$ cat config.mk
export PLATFORM = sky130hd
export DESIGN_NAME = gf180mcu_pwr_wake_seq
export DESIGN_NICKNAME = d
export VERILOG_FILES = /design/src/rtl/gf180mcu_pwr_seq_pkg.sv /design/src/rtl/gf180mcu_pwr_seg_therm.sv /design/src/rtl/gf180mcu_pwr_wake_seq.sv
export SDC_FILE = /design/constraint.sdc
export NUM_CORES = 1
export LEC_CHECK = 0
export ABC_AREA = 1
export CAP_MARGIN = 20
export CORE_AREA = 2 2 43 75
export DETAILED_ROUTE_END_ITERATION = 10
export DIE_AREA = 0 0 45 77
export GPL_TIMING_DRIVEN = 0
export PLACE_DENSITY = 0.78
export SYNTH_ARGS = -nofsm -noshare
export SYNTH_HDL_FRONTEND = slang
export SYNTH_SLANG_ARGS = --single-unit
$ cat constraint.sdc
create_clock -name i_clk -period 1.81 [get_ports i_clk]
set_clock_uncertainty 0.15 [all_clocks]
set_input_delay 0.362 -clock i_clk [delete_from_list [all_inputs] [get_ports i_clk]]
set_output_delay 0.362 -clock i_clk [all_outputs]
set_load 0.05 [all_outputs]
$ cat src/rtl/gf180mcu_pwr_seq_pkg.sv
// gf180mcu_pwr_seq_pkg: shared state encoding and parameter legality for the wake sequencer
package gf180mcu_pwr_seq_pkg;
   typedef enum logic [5:0] {
      S_OFF       = 6'b000001,
      S_RAMP_UP   = 6'b000010,
      S_WAIT_GOOD = 6'b000100,
      S_ON        = 6'b001000,
      S_RAMP_DOWN = 6'b010000,
      S_FAULT     = 6'b100000
   } seq_state_t;
   function automatic bit params_ok(input int nseg, input int step_cyc, input int good_timeout);
      return (nseg >= 2) && (step_cyc >= 1) && (good_timeout >= 1);
   endfunction
endpackage

$ cat src/rtl/gf180mcu_pwr_seg_therm.sv
// gf180mcu_pwr_seg_therm: up/down thermometer shift register driving header-switch segments
module gf180mcu_pwr_seg_therm #(
   parameter int NSEG = 8
) (
   input  logic            i_clk,
   input  logic            i_rst,
   input  logic            i_shift_up,
   input  logic            i_shift_down,
   input  logic            i_clear,
   output logic [NSEG-1:0] o_therm
);
   logic [NSEG-1:0] r_therm;
   always_ff @(posedge i_clk)
      if (i_rst || i_clear) r_therm <= '0;
      else if (i_shift_up) r_therm <= {r_therm[NSEG-2:0], 1'b1};
      else if (i_shift_down) r_therm <= {1'b0, r_therm[NSEG-1:1]};
   assign o_therm = r_therm;
endmodule

$ cat src/rtl/gf180mcu_pwr_wake_seq.sv
// gf180mcu_pwr_wake_seq: staggered header-switch wake/sleep sequencer with supply-good timeout
module gf180mcu_pwr_wake_seq
   import gf180mcu_pwr_seq_pkg::*;
#(
   parameter int NSEG         = 8,
   parameter int STEP_CYC     = 4,
   parameter int GOOD_TIMEOUT = 64
) (
   input  logic            i_clk,
   input  logic            i_rst,
   input  logic            i_req_on,
   input  logic            i_req_off,
   input  logic            i_pwr_good,
   output logic [NSEG-1:0] o_seg_en,
   output logic            o_ready,
   output logic            o_busy,
   output logic            o_fault
);
   localparam int STEP_W = $clog2(STEP_CYC + 1);
   localparam int TOUT_W = $clog2(GOOD_TIMEOUT + 1);
   if (!params_ok(NSEG, STEP_CYC, GOOD_TIMEOUT)) begin : g_bad_params
      $error("gf180mcu_pwr_wake_seq: illegal parameters");
   end
   seq_state_t        r_state, w_next;
   logic [STEP_W-1:0] r_step;
   logic [TOUT_W-1:0] r_tout;
   logic [NSEG-1:0]   w_seg;
   logic              w_up, w_down, w_clear, w_term, w_tout_end, w_full;
   assign w_term     = r_step == STEP_W'(STEP_CYC - 1);
   assign w_tout_end = r_tout == TOUT_W'(GOOD_TIMEOUT - 1);
   assign w_full     = &w_seg;
   always_ff @(posedge i_clk) begin
      r_state <= i_rst ? S_OFF : w_next;
      if (i_rst || w_next != r_state) r_step <= '0;
      else r_step <= (r_state inside {S_RAMP_UP, S_RAMP_DOWN}) && !w_term ? r_step + STEP_W'(1) : '0;
      if (i_rst || r_state != S_WAIT_GOOD || w_next != r_state) r_tout <= '0;
      else if (!w_tout_end) r_tout <= r_tout + TOUT_W'(1);
   end
   always_comb begin
      w_next  = r_state;
      w_up    = 1'b0;
      w_down  = 1'b0;
      w_clear = 1'b0;
      case (r_state)
         S_OFF: if (i_req_on && !i_req_off) begin
            w_next = S_RAMP_UP;
            w_up   = 1'b1;
         end
         S_RAMP_UP:
            if (i_req_off) w_next = S_RAMP_DOWN;
            else if (w_term) begin
               if (w_full) w_next = S_WAIT_GOOD;
               else w_up = 1'b1;
            end
         S_WAIT_GOOD:
            if (i_req_off) w_next = S_RAMP_DOWN;
            else if (i_pwr_good) w_next = S_ON;
            else if (w_tout_end) begin
               w_next  = S_FAULT;
               w_clear = 1'b1;
            end
         S_ON:
            if (i_req_off) w_next = S_RAMP_DOWN;
            else if (!i_pwr_good) begin
               w_next  = S_FAULT;
               w_clear = 1'b1;
            end
         S_RAMP_DOWN:
            // the edge that clears bit 0 also lands in OFF
            if (!w_seg[0]) w_next = S_OFF;
            else if (w_term) begin
               w_down = 1'b1;
               if (!w_seg[1]) w_next = S_OFF;
            end
         S_FAULT: if (i_req_off) w_next = S_OFF;
         default: begin
            w_next  = S_OFF;
            w_clear = 1'b1;
         end
      endcase
   end
   gf180mcu_pwr_seg_therm #(.NSEG(NSEG)) u_therm (
      .i_clk        (i_clk),
      .i_rst        (i_rst),
      .i_shift_up   (w_up),
      .i_shift_down (w_down),
      .i_clear      (w_clear),
      .o_therm      (w_seg)
   );
   assign o_seg_en = w_seg;
   assign o_ready  = r_state == S_ON;
   assign o_busy   = r_state inside {S_RAMP_UP, S_WAIT_GOOD, S_RAMP_DOWN};
   assign o_fault  = r_state == S_FAULT;
endmodule

==> flow_summary.ini, run 1 <==
[power_and_ir_drop]
peakVddDrop_mv = 0.674
static-leakage-power_uw = 0.000781
pwr_density_cell_mw_per_mm2 = 803
seqPwrFrac = 0.396
internal-power_uw = 1010
pwr-share-clk = 0.322
power.combinational.fraction = 0.282
netSwitchingFraction = 0.325
net-switching-power_uw = 488
report.power.total_uw = 1500

[setup_path]
timing.critical_path.fanout_max = 7
critPathSlowestCell = nor3_1
required_ns = 1.84
cp-start-kind = register
criticalPathCategory = reg2reg
critical_path.reg2reg.startpoint = r_step[0]$_SDFF_PP0_
rrSetupSlack_ns = -0.18
cpLargestDelayFamily = simple AND/OR/NAND/NOR gates
cp_slowest_stage_delay_ns = 0.39
endpoint_kind = register
reg2regPathDepth = 11
worst-endpoint-arrival_ns = 2.02
timing.rr.end = u_therm.o_therm[5]$_SDFFE_PP0P_
cells_along_the_critical_path = ha_4, ha_4, inv_4, buf_4, buf_4, nor3_1, nor2_2, nand2_1, nand3_1, nand2_1, inv_1
worst-path-buf-inv = 4

[timing]
report.final.hold_viol_count = 0
report.final.setup_viol = 19
period_needed_ns = 1.99
setup_repair_after_global_routing_missed_its_margin = yes
fin_worst_hold_slack_ns = 0.286
fin_ws_ns = -0.182
post-route-period-util = 1.10
finalMaxSlewViolations = 0
worst_slew_margin_rel = 0.667
achievable-frequency_ghz = 0.502
tightest_slew_ns = 0.495
setup_tns_ns = -2.19

[detailed_routing]
antenna_left = 0
firstDrtPassIters = 4
postRouteWirelength_mm = 3.47
drcViolationCount = 0
routedWlPerCell_um = 13.5
vias_per_cell = 5.65
drtIter0Drc = 35
overall_via_count_from_detail_route = 1458

[synthesis]
syn-mean-instance-area_sq_um = 6.77
synth_flop_cell = dfxtp_1
number_of_flops_mapped_to_enable_cells_by_yosys = 0
synth_cell_type_count = 26
synthesis.nets = 208
synth.yosys.warnings = 0
share_of_synthesized_area_occupied_by_flip_flops_and_latches = 0.355
synthesis.area_sq_mm = 0.00135
postSynthRegisterBits = 24
netlist_instances = 200
asyncSetResetFlopFracSynth = 0

[place]
place.detailed.hpwl_mm = 2.34
place_inst = 243
gp_congestion = 0.879
post_dp_cell_area_sq_mm = 0.00157
number_of_port_buffers = 15

[cts]
clkSinkCount = 24
tritoncts.num_buffers = 3
hold_buffers = 0
clk_latency_worst_skew_pair_ns = 0.27
cts.path.max_buffers = 2
h-tree-depth = 1
tritoncts = built
cts_root_buf = clkbuf_8
path_clk_slew_ns = 0.09

[cells_and_area]
final_nets = 239
number_of_inserted_filler_cells_in_the_final_layout = 245
layout.cell_area.non_filler_sq_mm = 0.00187
multiInputGateArea_sq_um = 912
register_area_sq_um = 510
antenna-diode-count = 0
final_cell_count_without_fillers = 258
flow.area_growth_from_synthesis_pct = 38.0
drive_above_1_share = 0.330

[global_route]
largest_net_degree_at_the_start_of_global_routing = 15
global_route_wire_length_before_repair_mm = 5.57
first_global_vias = 1374
grt_antenna_before_repair = 0
grt_use_total = 0.210
globalRoute.totalOverflow = 0

[floorplan]
die_span_x_um = 45
die-area_sq_mm = 0.00347
core_sq_mm = 0.00286
chipHeight_um = 77
initial_standard_cell_utilization_of_the_core = 0.473
top_level_ports = 16
placementRows = 26

[min_path]
min_path_cells = 1
hold_path.class = reg2reg
min_from = r_step[0]$_SDFF_PP0_
timing.hold.worst_endpoint = r_step[0]$_SDFF_PP0_

[run]
drv.max_cap_violation_count = 0

[status]
violations = setup timing
run_status = finished, violations left
## layout make-up
class | instances | area share
clock inverters | 1 | 0.0161
inverters | 25 | 0.0529
plain buffers | 1 | 0.00737
clock buffers | 3 | 0.0221
flip-flops and latches | 24 | 0.273
repair buffers | 26 | 0.121
multi-input cells | 150 | 0.488
well taps | 28 | 0.0188
## cells in the final DEF, fill, tap and decap left out, types with 2 or more instances in the layout
master,netlist,routed
buf_6,0,3
nor3_1,3,3
nor2_1,40,30
dfxtp_1,24,8
inv_4,0,2
inv_1,22,18
nor2_2,4,8
dfxtp_2,0,12
inv_2,3,5
dlygate4sd2_1,0,8
xor2_1,3,3
ha_4,0,2
nand3_2,2,5
nand4_1,9,9
nand2_2,2,3
buf_4,0,11
clkdlybuf4s50_1,0,4
o21ai_0,11,8
o21ai_2,0,3
nand2_1,36,34
nand3_1,14,11
a22oi_1,4,4
nor2_4,2,8
clkbuf_8,1,4
a21oi_1,9,9
dfxtp_4,0,4
## sequential cells by signal (all words and copies together) (netlist names)
signal           count
r_state              6
r_step               3
r_tout               7
u_therm.o_therm      8
## layer usage
metal	routed length (um)	global-route usage	vias to the layer above
li1	-	-	721
met1	1320	0.204	684
met2	1920	0.399	41
met3	113	0.0306	12
met4	119	0.0941	0
met5	0	0	-
## synth_stat cells, types with 2 or more instances
| library cell | instances | area, sq um |
|---|---|---|
| nor2_1 | 40 | 150 |
| nand2_1 | 36 | 135 |
| dfxtp_1 | 24 | 480 |
| inv_1 | 22 | 82.6 |
| nand3_1 | 14 | 70.1 |
| o21ai_0 | 11 | 55.1 |
| a21oi_1 | 9 | 45.0 |
| nand4_1 | 9 | 56.3 |
| a22oi_1 | 4 | 30.0 |
| nor2_2 | 4 | 25.0 |
| ha_1 | 3 | 37.5 |
| inv_2 | 3 | 11.3 |
| nor3_1 | 3 | 15.0 |
| xor2_1 | 3 | 26.3 |
| nand2_2 | 2 | 12.5 |
| nand3_2 | 2 | 20.0 |
| nor2_4 | 2 | 22.5 |
## stage by stage
stage                     setup slack [ns]   util
after floorplan                     -0.144      -
after global placement              -0.619  0.548
after detailed placement            -0.644  0.548
after CTS                           -0.122  0.620
after global routing                -0.308  0.653
final                               -0.182  0.653
## power by group through the flow
stage               clock, uW  combinational [uW]  sequential [uW]
floorplan                   0                 213              628
global placement            0                 321              602
detailed placement          0                 321              602
CTS                       483                 365              594
global route              505                 456              599
finish                    483                 423              595
## worst max-delay path by stage
stage | end | depth (start not counted) | slack [ns] | start
floorplan | r_tout[0]$_SDFFE_PP0N_ | 9 | -0.14 | r_state[0]$_SDFF_PP1_
global placement | o_busy | 7 | -0.62 | r_state[4]$_SDFF_PP0_
detailed placement | o_busy | 7 | -0.64 | r_state[4]$_SDFF_PP0_
CTS | o_busy | 7 | -0.12 | r_state[4]$_SDFF_PP0_
global route | r_step[1]$_SDFF_PP0_ | 11 | -0.31 | r_state[5]$_SDFF_PP0_
finish | u_therm.o_therm[5]$_SDFFE_PP0P_ | 11 | -0.18 | r_step[0]$_SDFF_PP0_
## logic make-up (layout without fill, tap and decap cells)
group	after synthesis	count (layout)	share of synthesized area
flip-flops	24	24	0.355
AO/OA/AOI/OAI	28	28	0.116
multiplexers	1	1	0.00739
XOR/XNOR	3	3	0.0194
adder cells (fa/ha/maj)	3	3	0.0277
AND/OR/NAND/NOR	115	115	0.396
buffers and inverters	26	56	0.0795
## repair_timing
item                       in CTS  in global routing
setup endpoints to repair      30                 23
pin swaps                      17                 15
gates resized for setup        58                 19
buffers inserted                7                  5
(Power assumes the default switching activity.)
==> inputs of run 2 (changes only) <==
Settings changed: ABC_AREA 1 to default, CORE_AREA 2 2 43 75 to 2 2 44 77, DIE_AREA 0 0 45 77 to 0 0 46 79, PLACE_DENSITY 0.78 to 0.74.
==> flow_summary.ini, run 2 <==
[power_and_ir_drop]
pwr-share-clk = 0.393
static-leakage-power_uw = 0.000745
peakVddDrop_mv = 0.517
internal-power_uw = 906
pwr_density_cell_mw_per_mm2 = 594
netSwitchingFraction = 0.253
seqPwrFrac = 0.453
report.power.total_uw = 1210
net-switching-power_uw = 306
power.combinational.fraction = 0.154

[global_route]
globalRoute.totalOverflow = 0
grt_antenna_before_repair = 0
first_global_vias = 1392
global_route_wire_length_before_repair_mm = 6.56
largest_net_degree_at_the_start_of_global_routing = 15
grt_use_total = 0.239

[place]
place.detailed.hpwl_mm = 2.35
number_of_port_buffers = 15
gp_congestion = 0.883

[cells_and_area]
flip_flop_count_of_the_largest_register_after_layout = 8
fin_util = 0.671
layout_commonest_cell = buf_4
antenna-diode-count = 0
drive_above_1_share = 0.480
flow.area_growth_from_synthesis_pct = 54.2
final_nets = 205
layout_common_cells = buf_4, dfxtp_1, nor2_1

[cts]
cts_root_buf = clkbuf_8
h-tree-depth = 1
path_clk_slew_ns = 0.09
tritoncts = built
clkSinkCount = 24
tritoncts.num_buffers = 3
cts.path.max_buffers = 2
clk_latency_worst_skew_pair_ns = 0.27

[status]
violations = setup timing
run_status = finished, violations left

[setup_path]
endpoint_kind = output pin
required_ns = 1.30
cells_along_the_critical_path = or4_4, nor3_4, buf_6
cp-start-kind = register
criticalPathCategory = reg2out
critPathSlowestCell = or4_4
worst-endpoint-arrival_ns = 1.58
timing.critical_path.fanout_max = 2
cp_slowest_stage_delay_ns = 0.57

[detailed_routing]
vias_per_cell = 6.28
firstDrtPassIters = 5
drtIter0Drc = 51
antenna_left = 0
postRouteWirelength_mm = 4.20
routedWlPerCell_um = 18.7
overall_via_count_from_detail_route = 1414
drcViolationCount = 0

[synthesis]
share_of_synthesized_area_occupied_by_flip_flops_and_latches = 0.363
post_synth_most_frequent_cells = dfxtp_1, nand2_1, nor2_1
number_of_flops_mapped_to_enable_cells_by_yosys = 0
asyncSetResetFlopFracSynth = 0
synth_flop_cell = dfxtp_1
postSynthRegisterBits = 24
netlist_instances = 162
synthMostInstantiatedCell = dfxtp_1
synthesis.area_sq_mm = 0.00132
yosysTopAreaCell = dfxtp_1
synth_cell_type_count = 40
synthDominantCellAreaShare = 0.363
synthesis.nets = 170
syn-mean-instance-area_sq_um = 8.17
synthTopCellsByArea = dfxtp_1, a21oi_1, nand3_1
synth.yosys.warnings = 0

[floorplan]
chipHeight_um = 79
initial_standard_cell_utilization_of_the_core = 0.435
placementRows = 27
die-area_sq_mm = 0.00363
die_span_x_um = 46
top_level_ports = 16
core_sq_mm = 0.00304

[timing]
post-route-period-util = 1.15
setup_repair_after_global_routing_missed_its_margin = yes
report.final.hold_viol_count = 0
report.final.setup_viol = 20
fin_ws_ns = -0.278
worst_slew_margin_rel = 0.674
tightest_slew_ns = 0.491
finalMaxSlewViolations = 0
achievable-frequency_ghz = 0.479
period_needed_ns = 2.09

[min_path]
hold_path.class = reg2reg

[run]
drv.max_cap_violation_count = 0
==> run 2: changes by cell type in the layout (fill, tap and decap cells not counted), moves of 5 or more <==
cell / delta
nand3_1: -7
nand2_1: -23
inv_2: -5
dfxtp_1: +5
inv_1: -9
a21oi_2: +5
nor2_2: -8
nor2_4: -5
nand4_1: -5
buf_6: +8
nor2_1: -18
==> run 2: cells by family (layout without fill, tap and decap cells) <==
family	count (synthesis)	after routing	synth area share
xor gates and xnor gates	7	7	0.0463
DFF	24	24	0.363
and+or+nand+nor	70	70	0.286
buffers and inverters	18	52	0.0756
muxes	2	2	0.0151
AOI/OAI and AO/OA	38	38	0.185
adders and majority gates	3	3	0.0284
==> run 2: final timing paths <==
kind	from	endpoint	slack (ns)	cells past startpoint
worst max-delay path	r_state[3]$_SDFF_PP0_	o_fault	-0.28	3
worst min-delay path	r_step[0]$_SDFF_PP0_	r_step[0]$_SDFF_PP0_	0.29	1
worst max register to register	r_state[3]$_SDFF_PP0_	r_tout[5]$_SDFFE_PP0N_	-0.22	6
worst min register to register	r_step[0]$_SDFF_PP0_	r_step[0]$_SDFF_PP0_	0.29	1
==> run 2: worst max-delay path, delay by kind of cell, from the launching register on <==
family	cells	cell delay, ns
AND/OR/NAND/NOR	2	0.76
buffers and inverters	1	0.19
flip-flops	1	0.35
==> run 2: power groups by stage <==
stage | clock network, uW | logic, uW | registers, uW
2_1_floorplan | 0 | 69.2 | 579
3_3_place_gp | 0 | 128 | 561
3_5_place_dp | 0 | 130 | 562
4_1_cts | 480 | 162 | 547
5_1_grt | 503 | 197 | 550
6_report | 476 | 187 | 549
==> run 2: through the flow <==
| step | setup slack (ns) | std cells | hold WS (ns) | instance area [sq um] | setup TNS, ns |
|---|---|---|---|---|---|
| 6_report | -0.278 | 225 | 0.288 | 2040 | -3.44 |
| 5_1_grt | -0.295 | 225 | 0.316 | 2040 | -4.57 |
| 4_1_cts | -0.314 | 221 | 0.287 | 1910 | -2.98 |
| 3_5_place_dp | -0.684 | 206 | 0.276 | 1560 | -9.57 |
| 3_3_place_gp | -0.667 | 206 | 0.259 | 1560 | -8.87 |
| 2_1_floorplan | -0.0904 | 162 | 0.249 | 1370 | -0.126 |
==> run 2: cell type report <==
class,instances,area [sq um]
Clock inverter,1,30.0
Timing Repair Buffer,34,312
Tap cell,29,36.3
Inverter,9,33.8
Multi-Input combinational cell,120,1040
Clock buffer,3,41.3
Sequential cell,24,499
Buffer,5,45.0
Fill cell,251,1000
==> run 2: repair_timing <==
| item | in CTS | in global routing |
|---|---|---|
| endpoints found under the hold margin | 0 | 0 |
| resized for setup | 74 | 26 |
| gates cloned | 0 | 0 |
| pin swaps | 19 | 26 |
| hold buffers | 0 | 0 |
| setup buffers | 13 | 7 |
| setup endpoints to repair | 30 | 22 |
==> run 2: layer usage <==
| metal | global-route usage | vias up | wire, um |
|---|---|---|---|
| li1 | - | 664 | - |
| met1 | 0.261 | 686 | 1460 |
| met2 | 0.436 | 44 | 2390 |
| met3 | 0.0295 | 20 | 157 |
| met4 | 0.0886 | 0 | 199 |
| met5 | 0 | - | 0 |
==> inputs of run 3 (changes only) <==
Settings changed: SKIP_CTS_REPAIR_TIMING from default to 1.
==> flow_summary.ini, run 3 (synthesis results as in run 2) <==
[status]
run_status = finished, violations left
violations = setup timing

[power_and_ir_drop]
peakVddDrop_mv = 0.556
pwr_density_cell_mw_per_mm2 = 594
report.power.total_uw = 1190
static-leakage-power_uw = 0.000837

[cells_and_area]
layout_commonest_cell = buf_4
flow.area_growth_from_synthesis_pct = 51.7
flip_flop_count_of_the_largest_register_after_layout = 8
fin_util = 0.660
layout_common_cells = buf_4, nand2_1, nor2_1
drive_above_1_share = 0.446
final_nets = 204
register_area_sq_um = 504
number_of_inserted_filler_cells_in_the_final_layout = 239
multiInputGateArea_sq_mm = 0.00100
antenna-diode-count = 0

[global_route]
globalRoute.totalOverflow = 0
grt_use_total = 0.193
largest_net_degree_at_the_start_of_global_routing = 15
grt_antenna_before_repair = 0
first_global_vias = 1259
global_route_wire_length_before_repair_mm = 5.38

[place]
placement.setup.worst_slack_ns = -0.684
number_of_port_buffers = 15
gp_congestion = 0.883
place.detailed.hpwl_mm = 2.35

[timing]
post-route-period-util = 1.17
finalMaxSlewViolations = 0
fin_worst_hold_slack_ns = 0.290
fin_ws_ns = -0.307
worst_slew_margin_rel = 0.663
report.final.setup_viol = 21
tightest_slew_ns = 0.505
period_needed_ns = 2.12
report.final.hold_viol_count = 0
achievable-frequency_ghz = 0.472
setup_repair_after_global_routing_missed_its_margin = yes

[setup_path]
criticalPathCategory = reg2out
reg2regPathDepth = 7
end_point_of_the_critical_path = o_fault
timing.critical_path.fanout_max = 6
rrSetupSlack_ns = -0.27
cells_along_the_critical_path = or4_4, nor3_4, buf_6
worst-path-buf-inv = 1
timing.rr.end = u_therm.o_therm[3]$_SDFFE_PP0P_
endpoint_kind = output pin
worst-endpoint-arrival_ns = 1.60
critPathSlowestCell = or4_4
cpLargestDelayFamily = simple AND/OR/NAND/NOR gates
critical_path.reg2reg.startpoint = r_state[0]$_SDFF_PP1_
cp-start-kind = register
cp_slowest_stage_delay_ns = 0.55
timing.critical_path.depth = 3
required_ns = 1.30
timing.critical_path.from = r_state[0]$_SDFF_PP1_

[cts]
clkSinkCount = 24
tritoncts.num_buffers = 3
h-tree-depth = 1
cts_root_buf = clkbuf_8
cts.path.max_buffers = 2
tritoncts = built
clk_latency_worst_skew_pair_ns = 0.27
path_clk_slew_ns = 0.08

[floorplan]
initial_standard_cell_utilization_of_the_core = 0.435
die_span_x_um = 46
placementRows = 27
top_level_ports = 16
die-area_sq_mm = 0.00363
chipHeight_um = 79
core_sq_mm = 0.00304

[run]
drv.max_cap_violation_count = 0

[detailed_routing]
vias_per_cell = 6.20
routedWlPerCell_um = 17.5
drtIter0Drc = 34
antenna_left = 0
sum_of_met3_wire_segment_lengths_after_detailed_routing_um = 133
highest_layer = met4
drcViolationCount = 0
overall_via_count_from_detail_route = 1389
firstDrtPassIters = 4
wl_met2_mm = 2.24
postRouteWirelength_mm = 3.92
wirelength_met1_mm = 1.42

[min_path]
hold_path.class = reg2reg
run 3: changes by cell type in the layout (fill, tap and decap cells not counted), sizes merged:
cell          change
dlymetal6s2s      +9
clkbuf            -1
dlygate4sd2       -9
run 3: how the worst min path moves through the flow:
stage,from,end,slack (ns),cells after the start
2_1_floorplan,r_step[0]$_SDFF_PP0_,r_step[0]$_SDFF_PP0_,0.25,1
3_3_place_gp,r_step[0]$_SDFF_PP0_,r_step[0]$_SDFF_PP0_,0.26,1
3_5_place_dp,r_step[0]$_SDFF_PP0_,r_step[0]$_SDFF_PP0_,0.28,1
4_1_cts,r_step[0]$_SDFF_PP0_,r_step[0]$_SDFF_PP0_,0.29,1
5_1_grt,r_step[0]$_SDFF_PP0_,r_step[0]$_SDFF_PP0_,0.31,1
6_report,r_step[0]$_SDFF_PP0_,r_step[0]$_SDFF_PP0_,0.29,1
run 3: power by group:
| group | internal [uW] | total [uW] | switching, uW |
|---|---|---|---|
| combinational | 69.5 | 172 | 103 |
| sequential | 536 | 550 | 14.6 |
| clock | 296 | 469 | 173 |
run 3: through the flow:
stage,instance area (sq um),instances,TNS [ns]
6_report,2010,224,-4.26
3_5_place_dp,1560,206,-9.57
5_1_grt,2010,224,-5.74
2_1_floorplan,1370,162,-0.126
3_3_place_gp,1560,206,-8.87
4_1_cts,1630,210,-7.46
run 3: layout make-up:
| type | count | share of cell area |
|---|---|---|
| multi-input combinational | 120 | 0.500 |
| sequential | 24 | 0.251 |
| timing repair buffer | 31 | 0.145 |
| buffer | 7 | 0.0343 |
| clock buffer | 3 | 0.0206 |
| tap | 29 | 0.0181 |
| inverter | 9 | 0.0168 |
| clock inverter | 1 | 0.0150 |
run 3: metal layers:
metal | global-route usage | up-vias
li1 | - | 653
met4 | 0.0857 | 0
met3 | 0.0318 | 14
met5 | 0 | -
met2 | 0.336 | 50
met1 | 0.216 | 672
run 3: worst reg2reg max path, stage by stage, from the launching register on:
cell      delay, ns
dfxtp_4        0.38
or4_4          0.55
buf_4          0.18
nor2_4         0.15
and3_4         0.20
buf_6          0.11
nand2_2        0.06
a311oi_2       0.22
